File: src/rtl/binary_to_bcd.sv
// binary_to_bcd: serial double-dabble converter from an unsigned binary
// operand to three packed BCD digits. One bit is shifted per clock; operands
// above 999 are flagged as overflow without shifting.
module binary_to_bcd #(
  parameter int BIN_WIDTH = 10
) (
  input  logic                 clock,
  input  logic                 reset,
  input  logic                 start,
  input  logic [BIN_WIDTH-1:0] binaryIn,
  output logic                 busy,
  output logic                 done,
  output logic                 overflow,
  output logic [11:0]          bcdOut
);

  localparam int CW = $clog2(BIN_WIDTH + 1);

  typedef enum logic [1:0] {
    IDLE  = 2'd0,
    SHIFT = 2'd1,
    DONE  = 2'd2
  } state_t;

  state_t               state_reg;
  state_t               state_next;
  logic [BIN_WIDTH-1:0] shift_reg;
  logic [11:0]          scratch_reg;
  logic [CW-1:0]        count_reg;
  logic [11:0]          scratch_adj;
  logic [11:0]          scratch_shifted;
  logic                 too_big;
  logic                 last_shift;

  // Operands wider than three decimal digits cannot be represented.
  assign too_big    = 32'(binaryIn) > 32'd999;
  assign last_shift = (count_reg == CW'(1));

  // Add 3 to every digit that is 5 or more so the following shift carries
  // correctly into the next decimal digit.
  genvar gi;
  generate
    for (gi = 0; gi < 3; gi++) begin : g_digit
      assign scratch_adj[gi*4 +: 4] = (scratch_reg[gi*4 +: 4] >= 4'd5)
                                      ? scratch_reg[gi*4 +: 4] + 4'd3
                                      : scratch_reg[gi*4 +: 4];
    end
  endgenerate

  // The next binary bit enters the units digit from the operand MSB.
  assign scratch_shifted = {scratch_adj[10:0], shift_reg[BIN_WIDTH-1]};

  // State register.
  always_ff @(posedge clock or posedge reset) begin
    if (reset) begin
      state_reg <= IDLE;
    end else begin
      state_reg <= state_next;
    end
  end

  // Next-state logic; start is only looked at in IDLE.
  always_comb begin
    state_next = state_reg;
    case (state_reg)
      IDLE: begin
        if (start) begin
          state_next = too_big ? DONE : SHIFT;
        end
      end
      SHIFT: begin
        if (last_shift) begin
          state_next = DONE;
        end
      end
      DONE: begin
        state_next = IDLE;
      end
      default: begin
        state_next = IDLE;
      end
    endcase
  end

  // Conversion datapath and held result registers.
  always_ff @(posedge clock or posedge reset) begin
    if (reset) begin
      shift_reg   <= '0;
      scratch_reg <= '0;
      count_reg   <= '0;
      bcdOut      <= '0;
      overflow    <= 1'b0;
    end else begin
      case (state_reg)
        IDLE: begin
          if (start) begin
            shift_reg   <= binaryIn;
            scratch_reg <= '0;
            count_reg   <= CW'(BIN_WIDTH);
            if (too_big) begin
              bcdOut   <= '0;
              overflow <= 1'b1;
            end
          end
        end
        SHIFT: begin
          scratch_reg <= scratch_shifted;
          shift_reg   <= shift_reg << 1;
          count_reg   <= count_reg - CW'(1);
          if (last_shift) begin
            bcdOut   <= scratch_shifted;
            overflow <= 1'b0;
          end
        end
        default: begin
        end
      endcase
    end
  end

  assign busy = (state_reg == SHIFT);
  assign done = (state_reg == DONE);

endmodule
File: config.mk
export PLATFORM = sky130hd
export DESIGN_NAME = binary_to_bcd
export DESIGN_NICKNAME = d
export VERILOG_FILES = /design/src/rtl/binary_to_bcd.sv
export SDC_FILE = /design/constraint.sdc
export NUM_CORES = 1
export LEC_CHECK = 0
export BUFFER_PORTS_ARGS = -buffer_cell sky130_fd_sc_hd__buf_4
export CORE_MARGIN = 3
export CORE_UTILIZATION = 51
export DETAILED_ROUTE_END_ITERATION = 8
export GPL_TIMING_DRIVEN = 1
export PLACE_DENSITY = 0.75
export SKIP_LAST_GASP = 1
export SYNTH_ARGS = -nofsm -noshare
export SYNTH_HDL_FRONTEND = slang
export SYNTH_SLANG_ARGS = --single-unit
export TNS_END_PERCENT = 100
File: constraint.sdc
create_clock -name clock -period 1.5 [get_ports clock]
set_input_delay 0.075 -clock clock [delete_from_list [all_inputs] [get_ports clock]]
set_output_delay 0.075 -clock clock [all_outputs]
set_load 0.05 [all_outputs]
==> results.json, run 1 <==
{
  "grt_pass1_vias": 1589,
  "p_per_area_mw_per_mm2": 2370,
  "grt_usage_pct": 20.9,
  "period_needed_ns": 1.61,
  "syn_nets": 206,
  "critPathKind": "register to register",
  "synth.avg_cell_area_um2": 10.8,
  "cts_tree": "done",
  "synth-seq-cells": 41,
  "drc": 0,
  "start_util_pct": 53.9,
  "synth_area_leaders": "dfrtp_1 (51%), o21ai_0 (5.5%), ha_1 (5.0%)",
  "wire_per_inst_um": 15.0,
  "violations": "negative setup slack",
  "syn_area_mm2": 0.00200,
  "finalHoldViolations": 0,
  "crit_family": "flip-flops",
  "max_slew_margin_pct": 65.4,
  "r2r_start": "count_reg[1]",
  "outcome": "complete, but fails checks",
  "drive_above_1_share_pct": 40.9,
  "synth_common_cells": "dfrtp_1 (41), nand2_1 (22), o21ai_0 (22)",
  "r2r_slack_ns": -0.11,
  "worstPathRequired_ns": 1.69,
  "holdWs_ns": 0.00790,
  "crit_path_start_kind": "register",
  "critPathLaunch": "count_reg[1]",
  "end_kind": "register",
  "dieArea_mm2": 0.00471,
  "num_rows": 22,
  "worstPathCellList": "inv_2 -> ha_2 -> nor3b_4 -> and2_4 -> a21oi_4 -> buf_12 -> mux2_2",
  "antenna_left": 0,
  "root_buffer": "clkbuf_8",
  "yosysTopAreaCell": "dfrtp_1",
  "tightest_slew_ns": 0.519,
  "clk_latency_ns": 0.29,
  "cap_viol_max_count": 0,
  "worstPathArrival_ns": 1.80,
  "antenna_cells": 0,
  "initialDrtViolationCount": 63,
  "path_buf_inv": 2,
  "r2r_cells": 7,
  "routabilityCongestion": 0.781,
  "nets": 262,
  "path_clk_slew_ns": 0.08,
  "holdPathStages": 2,
  "wirelength_mm": 4.35,
  "final_area_mm2": 0.00273,
  "syn_inst": 185,
  "setup_ws_ns": -0.114,
  "endpoint": "bcdOut[4]",
  "path_max_fanout": 13,
  "ys.flop_type": "dfrtp_1",
  "yosysMostFrequentCell": "dfrtp_1",
  "synth_edf_count": 0,
  "gr-total-overflow": 0,
  "cts.sinks": 41,
  "fmaxAchievable_ghz": 0.620,
  "p_total_w": 0.00647,
  "synth.yosys.seq_area_share_pct": 51.2,
  "tns_ns": -0.790,
  "antenna_found_initial": 0,
  "drt_pass1_iterations": 4,
  "nFillCells": 257,
  "multi_input_area_mm2": 0.00103,
  "vias": 1550,
  "synthArstFlopShare_pct": 100,
  "die_h_um": 68.7,
  "grt_max_degree": 42,
  "hold_class": "input port to register",
  "io_pins": 28,
  "synth.top_cell.area_share_pct": 51.2,
  "min_period_over_period_pct": 108,
  "cts_buffers": 5,
  "vdd_ir_drop_max_v": 0.00132,
  "h-tree-depth": 2,
  "place_area_mm2": 0.00243,
  "clk_path_buf_depth": 2,
  "drt-vias-per-instance": 5.34,
  "critPathSlowestCell": "dfrtp_1",
  "fin_worst_skew_ns": 0.0104,
  "slew_viol_final": 0,
  "rsz0062_at_grt": "yes",
  "area_growth_pct": 36.4,
  "rr_endpoint": "bcdOut[4]",
  "seqCellArea_mm2": 0.00103,
  "die_w_um": 68.7,
  "dp.final_hpwl_mm": 3.14,
  "yosys_warnings": 0,
  "io_buffers": 27,
  "p_leak_nw": 1.32,
  "finalSetupViolations": 10,
  "path_depth": 7,
  "ys_types": 32,
  "grt_pass1_wl_mm": 7.14,
  "core_mm2": 0.00372,
  "place_ws_ns": -0.114,
  "critPathMaxStageDelay_ns": 0.38
}
cells in the final DEF, fill, tap and decap left out, types with 2 or more instances in the layout:
master	Yosys	routed
nand2b_4	0	3
ha_4	0	2
clkbuf_8	0	6
a21oi_4	1	4
a22o_1	8	8
nor3_1	5	3
nor2_1	5	5
o21ai_1	0	2
inv_2	0	5
a21o_1	3	3
mux2i_1	10	10
nand2_1	22	22
a21oi_1	8	5
buf_4	0	51
xor2_1	2	2
xnor2_1	4	3
dfrtp_1	41	41
o21ai_0	22	19
nor3_2	0	2
ha_1	8	2
o2bb2ai_1	2	2
ha_2	0	4
mux2_2	7	4
inv_1	11	6
buf_6	2	3
and2_1	2	2
mux2_4	2	5
power by group:
part	switching, W	total, W	internal [W]
logic	0.00191	0.00358	0.00167
clock network	0.000371	0.000914	0.000543
registers	0.000390	0.00197	0.00158
total	0.00267	0.00647	0.00380
timing repair:
item                       in CTS  in global routing
cloned                          0                  0
resized for setup               8                 24
hold buffers                    1                  0
buffers inserted                4                  2
pin swaps                       4                  2
setup endpoints to repair      24                 29
hold endpoints to repair       41                  0
logic make-up (layout without fill, tap and decap cells):
logic type      count (synthesis)  in the layout  share of synthesized area, %
simple gates                   45             45                          10.8
buf+inv                        19             76                          4.75
mux                            19             19                          10.4
flops                          41             41                          51.2
compound gates                 47             47                          15.2
fa+ha+maj                       8              8                          5.00
xor+xnor                        6              6                          2.62
cell type report:
cell class / instances / share of cell area [%]
clock inverter: 1 / 1.10
tap: 48 / 2.20
sequential: 41 / 37.6
inverter: 12 / 1.92
timing repair buffer: 56 / 16.4
clock buffer: 7 / 3.16
multi-input combinational: 125 / 37.7
layer usage:
layer  track usage (%)  vias to the layer above  routed length [um]
met4              10.2                        0                  38
met2              35.6                       42                2240
met5                 0                        -                   0
met3              4.54                        5                 191
met1              24.9                      756                1880
li1                  -                      747                   -
how the worst min path moves through the flow:
stage                      from      endpoint  slack (ns)
floorplan                 start  count_reg[3]        0.20
global placement          reset  shift_reg[7]        0.23
detailed placement        reset  shift_reg[8]        0.24
CTS                 binaryIn[0]  shift_reg[0]       0.005
global route        binaryIn[0]  shift_reg[0]        0.01
finish              binaryIn[0]  shift_reg[0]       0.008
metrics by stage:
stage | cells | util [%]
final | 290 | 73.5
after global routing | 290 | 73.5
after global placement | 276 | 65.5
after CTS | 289 | 70.0
after detailed placement | 276 | 65.5
after floorplan | 185 | -
Power figures use the tool's default switching activity.
==> inputs of run 2 (changes only) <==
--- a/config.mk
+++ b/config.mk
@@ -7,10 +7,11 @@
 export LEC_CHECK = 0
 export BUFFER_PORTS_ARGS = -buffer_cell sky130_fd_sc_hd__buf_4
 export CORE_MARGIN = 3
-export CORE_UTILIZATION = 51
+export CORE_UTILIZATION = 53
+export CTS_BUF_LIST = sky130_fd_sc_hd__clkbuf_8
 export DETAILED_ROUTE_END_ITERATION = 8
 export GPL_TIMING_DRIVEN = 1
-export PLACE_DENSITY = 0.75
+export PLACE_DENSITY = 0.78
 export SKIP_LAST_GASP = 1
 export SYNTH_ARGS = -nofsm -noshare
 export SYNTH_HDL_FRONTEND = slang
==> constraint.sdc (replaced) <==
create_clock -name clock -period 1.5 [get_ports clock]
set_input_delay 0.225 -clock clock [delete_from_list [all_inputs] [get_ports clock]]
set_output_delay 0.225 -clock clock [all_outputs]
set_load 0.05 [all_outputs]
==> results.json, run 2 (synthesis results as in run 1) <==
{
  "switching_share_pct": 42.5,
  "fin_worst_skew_ns": 0.00814,
  "antenna_found_initial": 0,
  "gr-total-overflow": 0,
  "crit_path_start_kind": "register",
  "outcome": "complete, but fails checks",
  "clk_path_buf_depth": 2,
  "nets": 264,
  "critPathMaxStageDelay_ns": 0.44,
  "violations": "negative setup slack",
  "cts_buffers": 5,
  "num_rows": 21,
  "vias": 1585,
  "worstPathRequired_ns": 1.74,
  "end_kind": "register",
  "initialDrtViolationCount": 108,
  "final_cells": 289,
  "finalSetupViolations": 10,
  "multi_input_area_mm2": 0.00104,
  "critPathKind": "register to register",
  "io_buffers": 27,
  "vdd_ir_drop_max_v": 0.000985,
  "place_ws_ns": -0.0928,
  "start_util_pct": 57.3,
  "p_leak_nw": 1.33,
  "hold_class": "input port to async pin",
  "seqCellArea_mm2": 0.00103,
  "grt_pass1_wl_mm": 7.36,
  "grt_pass1_vias": 1671,
  "min_period_over_period_pct": 107,
  "rsz0062_at_grt": "yes",
  "grt_usage_pct": 22.1,
  "max_slew_margin_pct": 66.0,
  "p_switching_w": 0.00274,
  "cts_hold_buf": 0,
  "period_needed_ns": 1.60,
  "drive_above_1_share_pct": 42.4,
  "p_int_w": 0.00371,
  "tightest_slew_ns": 0.509,
  "worstPathCellList": "ha_4 -> nand2b_4 -> a21oi_4 -> mux2_4 -> a2bb2o_1",
  "wirelength_mm": 4.55,
  "dp.final_hpwl_mm": 3.04,
  "die_h_um": 67.5,
  "finish.utilization_pct": 78.1,
  "worstPathArrival_ns": 1.84,
  "antenna_cells": 0,
  "p_per_area_mw_per_mm2": 2370,
  "routabilityCongestion": 0.780,
  "combPwrFrac_pct": 58.2,
  "cts.sinks": 41,
  "wire_per_inst_um": 15.8,
  "final_cell_mix": "buf_4 (54), dfrtp_1 (41), nand2_1 (22)",
  "h-tree-depth": 2,
  "area_growth_pct": 36.3,
  "drt-vias-per-instance": 5.48,
  "io_pins": 28,
  "layout_commonest_cell": "buf_4",
  "fmaxAchievable_ghz": 0.624,
  "setup_ws_ns": -0.102,
  "dieArea_mm2": 0.00455,
  "drt_pass1_iterations": 4,
  "pwr-share-seq_pct": 30.6,
  "drc": 0,
  "path_clk_slew_ns": 0.08,
  "p_total_w": 0.00645,
  "finalHoldViolations": 0,
  "tns_ns": -0.701,
  "die_w_um": 67.5,
  "antenna_left": 0,
  "clock_power_share_pct": 11.1,
  "cts_tree": "done",
  "place_inst": 277,
  "grt_max_degree": 42,
  "root_buffer": "clkbuf_8",
  "critPathSlowestCell": "dfrtp_1",
  "nFillCells": 234,
  "core_mm2": 0.00349,
  "slew_viol_final": 0,
  "clk_latency_ns": 0.29,
  "path_max_fanout": 3,
  "cap_viol_max_count": 0
}
-- run 2: changes by cell type in the layout (fill, tap and decap cells not counted), sizes merged --
cell | before | now
dlygate4sd3 | 1 | 0
bufinv | 1 | 0
buf | 55 | 58
inv | 12 | 13
clkbuf | 7 | 6
-- run 2: worst max-delay path, delay by kind of cell (launching register included) --
kind	cells	cell delay (ns)
mux	1	0.33
fa+ha+maj	1	0.18
compound gates	2	0.45
simple gates	1	0.15
flops	1	0.44
-- run 2: worst paths after layout --
| path | slack, ns | start | cells past startpoint | endpoint |
|---|---|---|---|---|
| min | 0.05 | reset | 3 | scratch_reg[0] |
| max reg2reg | -0.10 | scratch_reg[8] | 5 | bcdOut[10] |
| max in group asynchronous | 1.09 | reset | 3 | state_reg[0] |
| min in group clock | 0.17 | binaryIn[0] | 2 | shift_reg[0] |
| min reg2reg | 0.48 | shift_reg[9] | 2 | shift_reg[9] |
| max | -0.10 | scratch_reg[8] | 5 | bcdOut[10] |
-- run 2: through the flow --
step                instance area (um2)  hold WS [ns]
finish                             2730        0.0490
detailed placement                 2450         0.392
floorplan                          2030         0.349
global placement                   2450         0.378
global route                       2730        0.0935
CTS                                2610        0.0783
-- run 2: repair_timing --
item | in CTS | in global routing
setup buffers | 2 | 3
pin swaps | 4 | 2
hold endpoints to repair | 0 | 0
endpoints found under the setup margin | 15 | 19
resized for setup | 16 | 20
-- run 2: power groups by stage --
stage          logic, W  clock network, W  registers [W]
2_1_floorplan   0.00159                 0        0.00242
3_3_place_gp    0.00299                 0        0.00191
3_5_place_dp    0.00313                 0        0.00196
4_1_cts         0.00335          0.000720        0.00195
5_1_grt         0.00407          0.000776        0.00204
6_report        0.00376          0.000719        0.00198
-- run 2: per-layer routing --
metal | wire, um | GRT usage [%]
met5 | 0 | 0
met4 | 167 | 10.6
met3 | 197 | 4.33
met2 | 2370 | 39.2
met1 | 1820 | 25.1
-- run 2: final cells by class --
type / instances / area share, %
timing repair buffer: 58 / 17.0
clock inverter: 1 / 0.138
tap: 46 / 2.11
inverter: 12 / 1.93
multi-input combinational: 125 / 38.2
sequential: 41 / 37.6
clock buffer: 6 / 3.03
==> inputs of run 3 (changes only) <==
--- a/config.mk
+++ b/config.mk
@@ -6,12 +6,14 @@
 export NUM_CORES = 1
 export LEC_CHECK = 0
 export BUFFER_PORTS_ARGS = -buffer_cell sky130_fd_sc_hd__buf_4
+export CORE_ASPECT_RATIO = 0.8
 export CORE_MARGIN = 3
 export CORE_UTILIZATION = 53
 export CTS_BUF_LIST = sky130_fd_sc_hd__clkbuf_8
 export DETAILED_ROUTE_END_ITERATION = 8
 export GPL_TIMING_DRIVEN = 1
 export PLACE_DENSITY = 0.78
+export SETUP_SLACK_MARGIN = 0.15
 export SKIP_LAST_GASP = 1
 export SYNTH_ARGS = -nofsm -noshare
 export SYNTH_HDL_FRONTEND = slang
==> results.json, run 3 (synthesis results as in run 1) <==
{
  "die_h_um": 61.0,
  "dp.final_hpwl_mm": 3.17,
  "worstPathRequired_ns": 1.70,
  "core_mm2": 0.00352,
  "place_ws_ns": -0.100,
  "hold_class": "input port to async pin",
  "place_inst": 267,
  "p_total_w": 0.00708,
  "antenna_left": 0,
  "finalHoldViolations": 0,
  "gr-total-overflow": 0,
  "final_cell_mix": "buf_4 (46), dfrtp_1 (40), nand2_1 (22)",
  "path_clk_slew_ns": 0.08,
  "fmaxAchievable_ghz": 0.604,
  "drive_above_1_share_pct": 47.2,
  "finalSetupViolations": 16,
  "clk_latency_ns": 0.30,
  "drt_pass1_iterations": 4,
  "nets": 270,
  "fin_worst_skew_ns": 0.00893,
  "cts_buffers": 5,
  "vdd_ir_drop_max_v": 0.00165,
  "max_slew_margin_pct": 65.0,
  "critPathMaxStageDelay_ns": 0.42,
  "cap_viol_max_count": 0,
  "worstPathCellList": "buf_6 -> nor2_1 -> and2_1 -> a21oi_4 -> buf_4 -> clkbuf_16 -> a22o_1",
  "drt-vias-per-instance": 5.96,
  "min_period_over_period_pct": 110,
  "end_kind": "register",
  "layout_commonest_cell": "buf_4",
  "antenna_cells": 0,
  "grt_pass1_vias": 1675,
  "violations": "negative setup slack",
  "path_buf_inv": 3,
  "tightest_slew_ns": 0.526,
  "p_leak_nw": 1.42,
  "worstPathArrival_ns": 1.85,
  "h-tree-depth": 2,
  "clk_path_buf_depth": 2,
  "crit_path_start_kind": "register",
  "grt_max_degree": 42,
  "rsz0062_at_grt": "yes",
  "routabilityCongestion": 0.885,
  "nFillCells": 177,
  "crit_family": "buffers and inverters",
  "path_max_fanout": 7,
  "die_w_um": 74.7,
  "period_needed_ns": 1.66,
  "num_rows": 19,
  "final_cells": 292,
  "cts.sinks": 41,
  "dieArea_mm2": 0.00456,
  "start_util_pct": 56.9,
  "root_buffer": "clkbuf_8",
  "antenna_found_initial": 0,
  "slew_viol_final": 0,
  "grt_usage_pct": 23.0,
  "vias": 1739,
  "cts_hold_buf": 0,
  "io_buffers": 27,
  "setup_ws_ns": -0.156,
  "wirelength_mm": 5.71,
  "critPathKind": "register to register",
  "io_pins": 28,
  "grt_pass1_wl_mm": 7.71,
  "outcome": "complete, but fails checks",
  "area_growth_pct": 47.9,
  "cts_tree": "done",
  "drc": 0,
  "critPathSlowestCell": "dfrtp_1",
  "wire_per_inst_um": 19.6,
  "p_per_area_mw_per_mm2": 2390,
  "initialDrtViolationCount": 131
}
==> run 3: final timing paths <==
path	to	cells after the start	from	slack [ns]
max in group asynchronous	scratch_reg[0]	3	reset	1.08
setup reg to reg	bcdOut[5]	7	state_reg[0]	-0.16
min in group clock	shift_reg[0]	2	binaryIn[0]	0.14
setup / recovery	bcdOut[5]	7	state_reg[0]	-0.16
hold reg to reg	bcdOut[10]	1	bcdOut[10]	0.50
hold / removal	shift_reg[5]	3	reset	0.04
==> run 3: worst register-to-register path, cell delays in order (launching register included) <==
cell and delay, ns:
dfrtp_1 0.42, buf_6 0.14, nor2_1 0.14, and2_1 0.24, a21oi_4 0.09, buf_4 0.15
clkbuf_16 0.15, a22o_1 0.22
==> run 3: what timing repair did <==
item,CTS,global route
setup endpoints to repair,35,33
pin swaps,3,6
gates cloned,0,5
resized for setup,25,28
setup buffers,3,9
==> run 3: per-layer routing <==
layer	up-vias	global-route usage [%]	share of wire, %	routed length [um]
li1	762	-	-	-
met1	881	28.2	40	2270
met2	72	37.9	51	2900
met3	24	6.79	5.9	337
met4	0	10.4	3.6	204
met5	-	0	0	0
==> run 3: final cells by class <==
cell class / instances / area (um2) / share of cell area (%)
clock buffer: 7 / 96.3 / 3.25
clock inverter: 1 / 5.00 / 0.169
inverter: 12 / 52.6 / 1.77
multi-input combinational: 125 / 1110 / 37.5
sequential: 41 / 1030 / 34.7
tap: 42 / 52.6 / 1.77
timing repair buffer: 64 / 617 / 20.8
==> run 3: per-stage QoR <==
stage | TNS (ns) | utilization, % | area [um2] | hold WS (ns)
after floorplan | -0.278 | - | 2070 | 0.349
after global placement | -0.214 | 69.5 | 2440 | 0.375
after detailed placement | -0.602 | 69.5 | 2440 | 0.389
after CTS | -0.793 | 76.5 | 2690 | 0.0628
after global routing | -2.25 | 84.2 | 2960 | 0.102
final | -1.42 | 84.2 | 2960 | 0.0395
==> run 3: power breakdown <==
part	switching, W	leakage, nW	internal [W]	total (W)
registers	0.000451	0.516	0.00159	0.00204
logic	0.00220	0.849	0.00203	0.00423
clock network	0.000395	0.0542	0.000416	0.000811
total	0.00305	1.42	0.00403	0.00708
